[config.mk]
export PLATFORM = sky130hd
export DESIGN_NAME = alu_arbiter
export DESIGN_NICKNAME = d
export VERILOG_FILES = /design/src/rtl/alu_arbiter.sv
export SDC_FILE = /design/constraint.sdc
export NUM_CORES = 1
export LEC_CHECK = 0
export ABC_AREA = 1
export BUFFER_PORTS_ARGS = -buffer_cell sky130_fd_sc_hd__buf_4
export CORE_AREA = 2 2 123 125
export CTS_CLUSTER_DIAMETER = 40
export DETAILED_ROUTE_END_ITERATION = 6
export DIE_AREA = 0 0 125 127
export GPL_TIMING_DRIVEN = 0
export PLACE_DENSITY = 0.76
export RECOVER_POWER = 50
export SYNTH_ARGS = -nofsm -noshare
export SYNTH_HDL_FRONTEND = slang
export SYNTH_SLANG_ARGS = --single-unit
[constraint.sdc]
create_clock -name i_clk -period 6.3 [get_ports i_clk]
set_input_delay 1.26 -clock i_clk [delete_from_list [all_inputs] [get_ports i_clk]]
set_output_delay 1.26 -clock i_clk [all_outputs]
set_load 0.05 [all_outputs]
[src/rtl/alu_arbiter.sv]
// alu_arbiter: round-robin arbiter sharing one external ALU between two requesters
// Ports:
//   i_clk, i_reset              clock, asynchronous active-high reset
//   i_reqN_valid/o_reqN_ready   request handshake (N=0,1)
//   i_reqN_a/b/ctrl             request operands and ALU control code
//   o_rspN_valid/i_rspN_ready   response handshake (N=0,1)
//   o_rspN_data/zero            captured ALU result and zero flag
//   o_alu_a/b/ctrl              operands to the shared ALU (from operand registers)
//   i_alu_out/zero              combinational ALU result
module alu_arbiter #(
  parameter int WIDTH = 32
) (
  input  logic             i_clk,
  input  logic             i_reset,
  input  logic             i_req0_valid,
  output logic             o_req0_ready,
  input  logic [WIDTH-1:0] i_req0_a,
  input  logic [WIDTH-1:0] i_req0_b,
  input  logic [3:0]       i_req0_ctrl,
  input  logic             i_req1_valid,
  output logic             o_req1_ready,
  input  logic [WIDTH-1:0] i_req1_a,
  input  logic [WIDTH-1:0] i_req1_b,
  input  logic [3:0]       i_req1_ctrl,
  output logic             o_rsp0_valid,
  input  logic             i_rsp0_ready,
  output logic [WIDTH-1:0] o_rsp0_data,
  output logic             o_rsp0_zero,
  output logic             o_rsp1_valid,
  input  logic             i_rsp1_ready,
  output logic [WIDTH-1:0] o_rsp1_data,
  output logic             o_rsp1_zero,
  output logic [WIDTH-1:0] o_alu_a,
  output logic [WIDTH-1:0] o_alu_b,
  output logic [3:0]       o_alu_ctrl,
  input  logic [WIDTH-1:0] i_alu_out,
  input  logic             i_alu_zero
);
  typedef enum logic [1:0] {IDLE, EXEC, RESP} state_t;
  state_t r_state, w_next;
  logic r_last, r_gid, r_zero, w_gnt, w_hs;
  logic [WIDTH-1:0] r_a, r_b, r_res;
  logic [3:0] r_ctrl;
  // A tie goes to whichever requester was not served last
  assign w_gnt = (i_req0_valid & i_req1_valid) ? ~r_last : i_req1_valid;
  always_comb begin
    w_next = r_state;
    w_hs = 1'b0;
    o_req0_ready = 1'b0;
    o_req1_ready = 1'b0;
    o_rsp0_valid = 1'b0;
    o_rsp1_valid = 1'b0;
    case (r_state)
      IDLE: begin
        o_req0_ready = ~i_reset & ~w_gnt & i_req0_valid;
        o_req1_ready = ~i_reset & w_gnt & i_req1_valid;
        w_hs = o_req0_ready | o_req1_ready;
        w_next = w_hs ? EXEC : IDLE;
      end
      EXEC: w_next = RESP;
      RESP: begin
        o_rsp0_valid = ~r_gid;
        o_rsp1_valid = r_gid;
        w_next = (r_gid ? i_rsp1_ready : i_rsp0_ready) ? IDLE : RESP;
      end
      default: w_next = IDLE;
    endcase
  end
  always_ff @(posedge i_clk or posedge i_reset) begin
    if (i_reset) r_state <= IDLE;
    else r_state <= w_next;
  end
  always_ff @(posedge i_clk or posedge i_reset) begin
    if (i_reset) begin
      r_last <= 1'b1;
      r_gid <= 1'b0;
      r_a <= '0;
      r_b <= '0;
      r_ctrl <= '0;
      r_res <= '0;
      r_zero <= 1'b1;
    end else begin
      if (w_hs) begin
        r_a <= w_gnt ? i_req1_a : i_req0_a;
        r_b <= w_gnt ? i_req1_b : i_req0_b;
        r_ctrl <= w_gnt ? i_req1_ctrl : i_req0_ctrl;
        r_gid <= w_gnt;
        r_last <= w_gnt;
      end
      if (r_state == EXEC) begin
        r_res <= i_alu_out;
        r_zero <= i_alu_zero;
      end
    end
  end
  assign o_alu_a = r_a;
  assign o_alu_b = r_b;
  assign o_alu_ctrl = r_ctrl;
  assign o_rsp0_data = r_res;
  assign o_rsp1_data = r_res;
  assign o_rsp0_zero = r_zero;
  assign o_rsp1_zero = r_zero;
endmodule

==> metrics.md, run 1 <==
| Metric | Value |
|---|---|
| Pre-Repair DR Iteration Count | 5 |
| Final Hold Viols | 0 |
| CTS buffer count | 9 |
| RSZ-0062 raised after global routing | false |
| Worst Path Required | 5040 ps |
| Slew headroom | -26.1% |
| DIE AREA | 15900 um^2 |
| Top Ports | 313 |
| Endpoints failing setup | 0 |
| CTS Root Cell | clkbuf_16 |
| Initial antenna violation count | 0 |
| Synth Net Count | 894 |
| Worst slack, placed | 2460 ps |
| Status | finished with violations |
| Top cells by area, synth | dfrtp_1 (49%), nand2_1 (30%), nand3_1 (9.7%) |
| # diodes | 0 |
| DR top layer | met4 |
| Post-synthesis sequential area ratio | 50.2% |
| Fraction of layout cells with a size suffix above 1 | between 30 and 40% |
| Critical path data arrival time | 2560 ps |
| Die Height | about 130 um |
| ANT nets after route | 0 |
| Fin nets | between 1000 and 1500 |
| Clk sinks | 105 |
| Top-count cell post-synth | nand2_1 |
| Vias in the first global route | 5603 |
| Overall global routing resource usage | about 23% |
| Max cap viols | 1 |
| Cells after Synth | 719 |
| Average wire per standard cell | 14.5 um |
| Cts hold-fix bufs | 0 |
| Area grow syn2layout | 52.1% |
| Worst path buffer plus inverter count | 5 |
| Slowest CP cell | buf_2 |
| F_max | between 200 and 300 MHz |
| Die Width | between 100 and 150 um |
| CP top delay family | buffers and inverters |
| CP max FO | 10 |
| Ys async rst share | 100% |
| Routed WL | 17900 um |
| Worst stage delay on the critical path | 250 ps |
| Max IR drop VDD | 318 uV |
| Met3 wire length | 1220 um |
| Power per cell area | 602 nW/um^2 |
| Fin crit share | between 60 and 70% |
| Final slew viol count | 40 |
| Violated checks | max-capacitance violations, max-slew violations |
| Met2 wire len | 8960 um |
| I/O Buffers | roughly 310 |
| Top_reg_cell synth | dfrtp_1 |
| Mean Syn Cell Area | 7.29 um^2 |
| Pin count of the biggest net entering global routing | 67 |
| Synthesis warning total | 0 |
| Synthesized area | 5240 um^2 |
| Sequence of cells on the critical path | buf_4 > nand2_1 > nand2_2 > inv_2 > nand2_2 > buf_2 > inv_1 > buf_4 |
| Initial core utilization | 36.3% |
| Post-synth EDFFs | 0 |
| Critical path launch point type | input pin |
| GPL Wtd Cong | 0.799 |
| CTS Buffer Depth | 2 |
| Netlist cell types | 15 |
| Worst setup path class | input pin to output port |
| Placement row count | 44 |
| Postcts setup bufs | 0 |
| Clock transition at path regs | roughly 60 ps |
| Yosys reg bits | 105 |
| Via density | 4.63 |
| Worst Max-Slew Pin Slew | 1880 ps |
| M1 WL | 7500 um |
| Total gr overflow | 0 |
| Synth top cells by count | nand2_1 (414), dfrtp_1 (103), nand3_1 (102), buf_4 (33), clkbuf_1 (26) |
| HP Class | flop to flop |
| Synth area leader | dfrtp_1 |
| Top cell type's share of synthesized area | 49.2% |
| First-pass GRT wire length | 28700 um |
| Core Box Area | ~14000 um^2 |
| HPWL after DPL | 13900 um |
| Final Critical Period | 3820 ps |
| H-tree Lvls | 3 |
| CTS tree | yes |
| Pleak | about 4.6 nW |
| Clock Skews | 4.70 ps |
| Clock Latency Late Sink | between 300 and 400 ps |
| Drt initial violations | 300 |
| Vias | 5700 |
| DRC | 0 |
| Setup tns final | 0 ps |
| Post_cts resized | 0 |
| Crit. End Element | output port |
| Final WS setup | around 2500 ps |
==> routing by layer <==
metal / vias up / track usage, %
li1: 2844 / -
met1: 2621 / 27.9
met2: 220 / 40.2
met3: 15 / 4.90
met4: 0 / 5.95
met5: - / 0
==> worst register-to-register path: stages (launching register included) <==
cell	delay (ps)
dfstp_2	540
nand2_1	60
nand2_2	210
inv_2	170
nand2_2	240
clkbuf_1	490
nand3_1	160
nand2_1	100
==> report_power, final <==
group          switching, mW  internal, mW  total [mW]
logic                   2.21         0.873        3.08
registers              0.209         0.996        1.20
clock network          0.235         0.280       0.514
==> cell type report <==
cell class | instances | area, um^2
buffer | 78 | 455
timing repair buffer | 313 | 2230
clock buffer | 15 | 258
inverter | 9 | 35.0
clock inverter | 1 | 5.00
fill | 1446 | 6450
multi-input combinational | 527 | 2120
sequential | 105 | 2630
tap | 184 | 230
==> final timing paths <==
path,startpoint,to,slack [ps],depth (start not counted)
worst max-delay path,i_req0_valid,o_req1_ready,2480,8
worst min-delay path,r_last,r_last,470,2
worst max register to register,r_last,o_alu_ctrl[0],4290,7
worst min register to register,r_last,r_last,470,2
max in group asynchronous,i_reset,o_rsp0_zero,3890,3
min in group asynchronous,i_reset,r_state[1],1410,2
==> layout by cell type, fill, tap and decap left out <==
cell,instances
nand2_1,414
nand3_1,102
clkbuf_16,9
inv_1,7
buf_16,1
buf_4,306
clkinvlp_2,1
buf_2,13
nand3_2,1
nor2_1,6
buf_1,3
clkbuf_1,67
o21ai_0,1
buf_6,3
nand2_2,3
dfrtp_1,103
clkinv_2,1
dfstp_2,2
inv_2,1
clkbuf_8,1
clkbuf_4,3
==> state kept, by name, summed over array words and instances, names as in the netlist <==
signal,count
o_alu_a,32
o_alu_b,32
o_rsp0_data,32
o_alu_ctrl,4
r_state,2
o_rsp0_zero,1
r_gid,1
r_last,1
==> logic make-up after synthesis <==
family	after synthesis	synth area share, %
compound gates	1	0.0954
buf+inv	87	9.34
flops	105	50.2
simple gates	526	40.4
==> per-stage QoR <==
step                std cells  area, um^2  power, mW  hold WS [ps]  utilization, %
floorplan                 719        5240       3.38           444               -
global placement         1215        7810       4.37           453            54.2
detailed placement       1216        7840       4.40           464            54.4
CTS                      1232        8110       4.93           475            56.2
global route             1232        7970       5.08           498            55.2
finish                   1232        7970       4.80           475            55.2
Note: power is estimated with default switching activity, not from simulation.
==> inputs of run 2 (changes only) <==
--- a/config.mk
+++ b/config.mk
@@ -5,14 +5,14 @@
 export SDC_FILE = /design/constraint.sdc
 export NUM_CORES = 1
 export LEC_CHECK = 0
-export ABC_AREA = 1
+export ABC_AREA = 0
 export BUFFER_PORTS_ARGS = -buffer_cell sky130_fd_sc_hd__buf_4
-export CORE_AREA = 2 2 123 125
+export CORE_AREA = 2 2 120 122
 export CTS_CLUSTER_DIAMETER = 40
 export DETAILED_ROUTE_END_ITERATION = 6
-export DIE_AREA = 0 0 125 127
+export DIE_AREA = 0 0 122 124
 export GPL_TIMING_DRIVEN = 0
-export PLACE_DENSITY = 0.76
+export PLACE_DENSITY = 0.75
 export RECOVER_POWER = 50
 export SYNTH_ARGS = -nofsm -noshare
 export SYNTH_HDL_FRONTEND = slang
==> constraint.sdc (replaced) <==
create_clock -name i_clk -period 3.86 [get_ports i_clk]
set_input_delay 0.772 -clock i_clk [delete_from_list [all_inputs] [get_ports i_clk]]
set_output_delay 0.772 -clock i_clk [all_outputs]
set_load 0.05 [all_outputs]
==> run 2 against run 1 <==
  * Combinational power rose by 62%
  * Critical path type unchanged
  * First-iteration DRC count fell by 33%
  * Setup slack got worse by 1300 ps
  * Critical path depth fell by 2
  * Register-to-register slack got worse by 2600 ps
  * Clock skew rose by 7.3 ps
  * Sequential share of layout area rose by 2.5 points
  * Highest routed layer unchanged
  * The run still ends with max-capacitance violations, max-slew violations left
==> metrics.md, run 2 <==
| Metric | Value |
|---|---|
| RSZ-0062 raised after global routing | false |
| Worst Path Required | 3090 ps (-1950 ps) |
| Placed Cells incl. Taps | 862 (-29%) |
| Endpoints failing setup | 0 (unchanged) |
| Synthesized area | 4770 um^2 (-9.0%) |
| CTS Root Cell | clkbuf_16 |
| H-tree Lvls | 3 (unchanged) |
| Fin nets | 868 (-29%) |
| Top_reg_cell synth | dfrtp_1 |
| Synth area leader | dfrtp_1 |
| I/O Buffers | 312 (unchanged) |
| Synth top cells by count | dfrtp_1 (103), o32ai_1 (68), a2bb2oi_1 (67), mux2_2 (34), buf_4 (33) |
| Initial core utilization | 34.7% (-1.6 points) |
| Crit. End Element | output port |
| Overall global routing resource usage | 21.0% (-1.6 points) |
| Average wire per standard cell | 19.0 um (+31%) |
| Comb power frac | 63.7% (-0.5 points) |
| Yosys reg bits | 105 (unchanged) |
| Clock Skews | 12.0 ps (+7.32 ps) |
| Top Ports | 313 (unchanged) |
| Internal Power | 3.66 mW (+70%) |
| Cells after Synth | 369 (-49%) |
| CTS buffer count | 9 (unchanged) |
| Register share of total power | 25.5% (+0.4 points) |
| Top-count cell post-synth | dfrtp_1 |
| Final slew viol count | 45 (+13%) |
| F_max | 379 MHz |
| Top cells by area, synth | dfrtp_1 (54%), o32ai_1 (12%), a2bb2oi_1 (12%) |
| Worst path buffer plus inverter count | 4 (-1) |
| Worst stage delay on the critical path | 230 ps (-20 ps) |
| Synth Net Count | 544 (-39%) |
| Critical path data arrival time | 1870 ps (-690 ps) |
| Final Hold Viols | 0 (unchanged) |
| Vias in the first global route | 4736 (-15%) |
| Netlist cell types | 24 (+9) |
| Core Box Area | 13700 um^2 (-4.9%) |
| Status | finished with violations |
| Register area | 2630 um^2 (unchanged) |
| Fill count | 1258 (-13%) |
| Switching share of total power | 53.4% (-1.8 points) |
| Via density | 5.14 (+11%) |
| HP Class | flop to flop |
| Pleak | 3.33 nW (-28%) |
| Die Width | 122 um (-2.4%) |
| Post-synth EDFFs | 0 (unchanged) |
| Top cell type's share of synthesized area | 54.1% (+4.9 points) |
| DIE AREA | 15100 um^2 (-4.7%) |
| CP max FO | 10 (unchanged) |
| GPL Wtd Cong | 0.788 (-1.3%) |
| Ys async rst share | 100% (unchanged) |
| Die Height | 124 um (-2.4%) |
| Cts hold-fix bufs | 0 (unchanged) |
| Pin count of the biggest net entering global routing | 62 (-7.5%) |
| Fraction of layout cells with a size suffix above 1 | 51.0% (+18 points) |
| Worst Max-Slew Pin Slew | 2080 ps (+196 ps) |
| Drt initial violations | 201 (-33%) |
| First-pass GRT wire length | 24400 um (-15%) |
| Routed WL | 16700 um (-6.7%) |
| HPWL after DPL | 13100 um (-5.9%) |
| CTS Buffer Depth | 2 (unchanged) |
| Post-Layout Cell Count | 878 (-29%) |
| # diodes | 0 (unchanged) |
| CTS tree | yes |
| Clock Latency Late Sink | 350 ps (about the same) |
| Most frequent cells in the layout | buf_4 (285), dfrtp_1 (103), clkbuf_1 (89) |
| Postcts setup bufs | 0 (unchanged) |
| Max IR drop VDD | 758 uV (+140%) |
| Post_cts resized | 0 (unchanged) |
| Power per cell area | 1060 nW/um^2 (+76%) |
| Clock transition at path regs | 60 ps (about the same) |
| Initial antenna violation count | 0 (unchanged) |
| Area grow syn2layout | 55.3% |
| Post-synthesis sequential area ratio | 55.2% (+5.0 points) |
| Worst setup path class | input pin to output port |
| Pre-Repair DR Iteration Count | 4 (-1) |
| Mean Syn Cell Area | 12.9 um^2 (+77%) |
| Multi-input logic area | 1690 um^2 (-21%) |
| Vias | 4510 (-21%) |
| Commonest non-fill, non-tap cell in the layout | buf_4 |
| Max cap viols | 1 (unchanged) |
| Placement row count | 43 (-2.3%) |
| Violated checks | max-capacitance violations, max-slew violations |
| ANT nets after route | 0 (unchanged) |
| Synthesis warning total | 0 (unchanged) |
| Fin crit share | between 60% and 70% |
| CP top delay family | buffers and inverters |
| Sequence of cells on the critical path | buf_4 > a21bo_2 > buf_2 > buf_2 > nor2_1 > buf_4 |
| Slowest CP cell | buf_4 |
| Final Critical Period | 2640 ps |
| Fin util | 54.0% (-1.3 points) |
| Clock share of power | 10.8% (about the same) |
| DRC | 0 (unchanged) |
| Clk sinks | 105 (unchanged) |
| Critical path launch point type | input pin |
| Total gr overflow | 0 (unchanged) |
| P_sw | 4.20 mW (+58%) |
| Slew headroom | -39.2% (-13 points) |
[run 2: tightest hold or removal path, stage by stage (launching register included)]
cell	delay, ps
dfstp_2	380
a21oi_1	110
a31oi_1	50
[run 2: power groups by stage]
stage | clock network (mW) | logic, mW | registers [mW]
6_report | 0.845 | 5.00 | 2.01
2_1_floorplan | 0 | 1.91 | 3.73
3_5_place_dp | 0 | 5.28 | 2.02
5_1_grt | 0.918 | 5.22 | 2.07
3_3_place_gp | 0 | 5.22 | 1.99
4_1_cts | 0.868 | 5.28 | 2.02
[run 2: path summary, 6_finish.rpt]
path	start	endpoint	slack, ps	cells after the start
worst max-delay path	i_req0_valid	o_req1_ready	1220	6
worst min-delay path	r_last	r_last	540	2
worst max register to register	r_state[0]	o_alu_b[16]	1680	3
worst min register to register	r_last	r_last	540	2
max in group asynchronous	i_reset	o_rsp0_zero	1820	3
min in group asynchronous	i_reset	r_state[0]	990	2
[run 2: layer usage]
| layer | vias up | part of all wire, % | global-route usage [%] |
|---|---|---|---|
| met2 | 228 | 53 | 39.3 |
| met5 | - | 0 | 0 |
| met4 | 0 | 1.5 | 6.32 |
| li1 | 2079 | - | - |
| met1 | 2182 | 37 | 23.2 |
| met3 | 21 | 8.7 | 5.72 |
[run 2: cell families after synthesis]
kind of cell | after synthesis | synth area share (%)
flip-flops | 105 | 55.2
buffers and inverters | 77 | 9.35
multiplexers | 34 | 8.03
AND/OR/NAND/NOR | 12 | 1.58
AO/OA/AOI/OAI | 141 | 25.9
[run 2: stage by stage]
stage / hold WS [ps] / setup TNS (ps) / power [mW] / area (um^2) / setup WS [ps]
floorplan: 511 / 0 / 5.65 / 4770 / 331
global placement: 514 / -80590 / 7.22 / 7330 / -791
detailed placement: 529 / 0 / 7.30 / 7360 / 1210
CTS: 528 / 0 / 8.17 / 7640 / 1210
global route: 561 / 0 / 8.20 / 7400 / 1120
finish: 539 / 0 / 7.85 / 7400 / 1220
[run 2: final cells by class]
cell class                      count  area share (%)
Clock buffer                       11            3.28
Clock inverter                      5           0.423
Inverter                            3           0.169
Tap cell                          180            3.04
Buffer                             74            5.81
Timing Repair Buffer              313            29.0
Multi-Input combinational cell    187            22.8
Sequential cell                   105            35.5
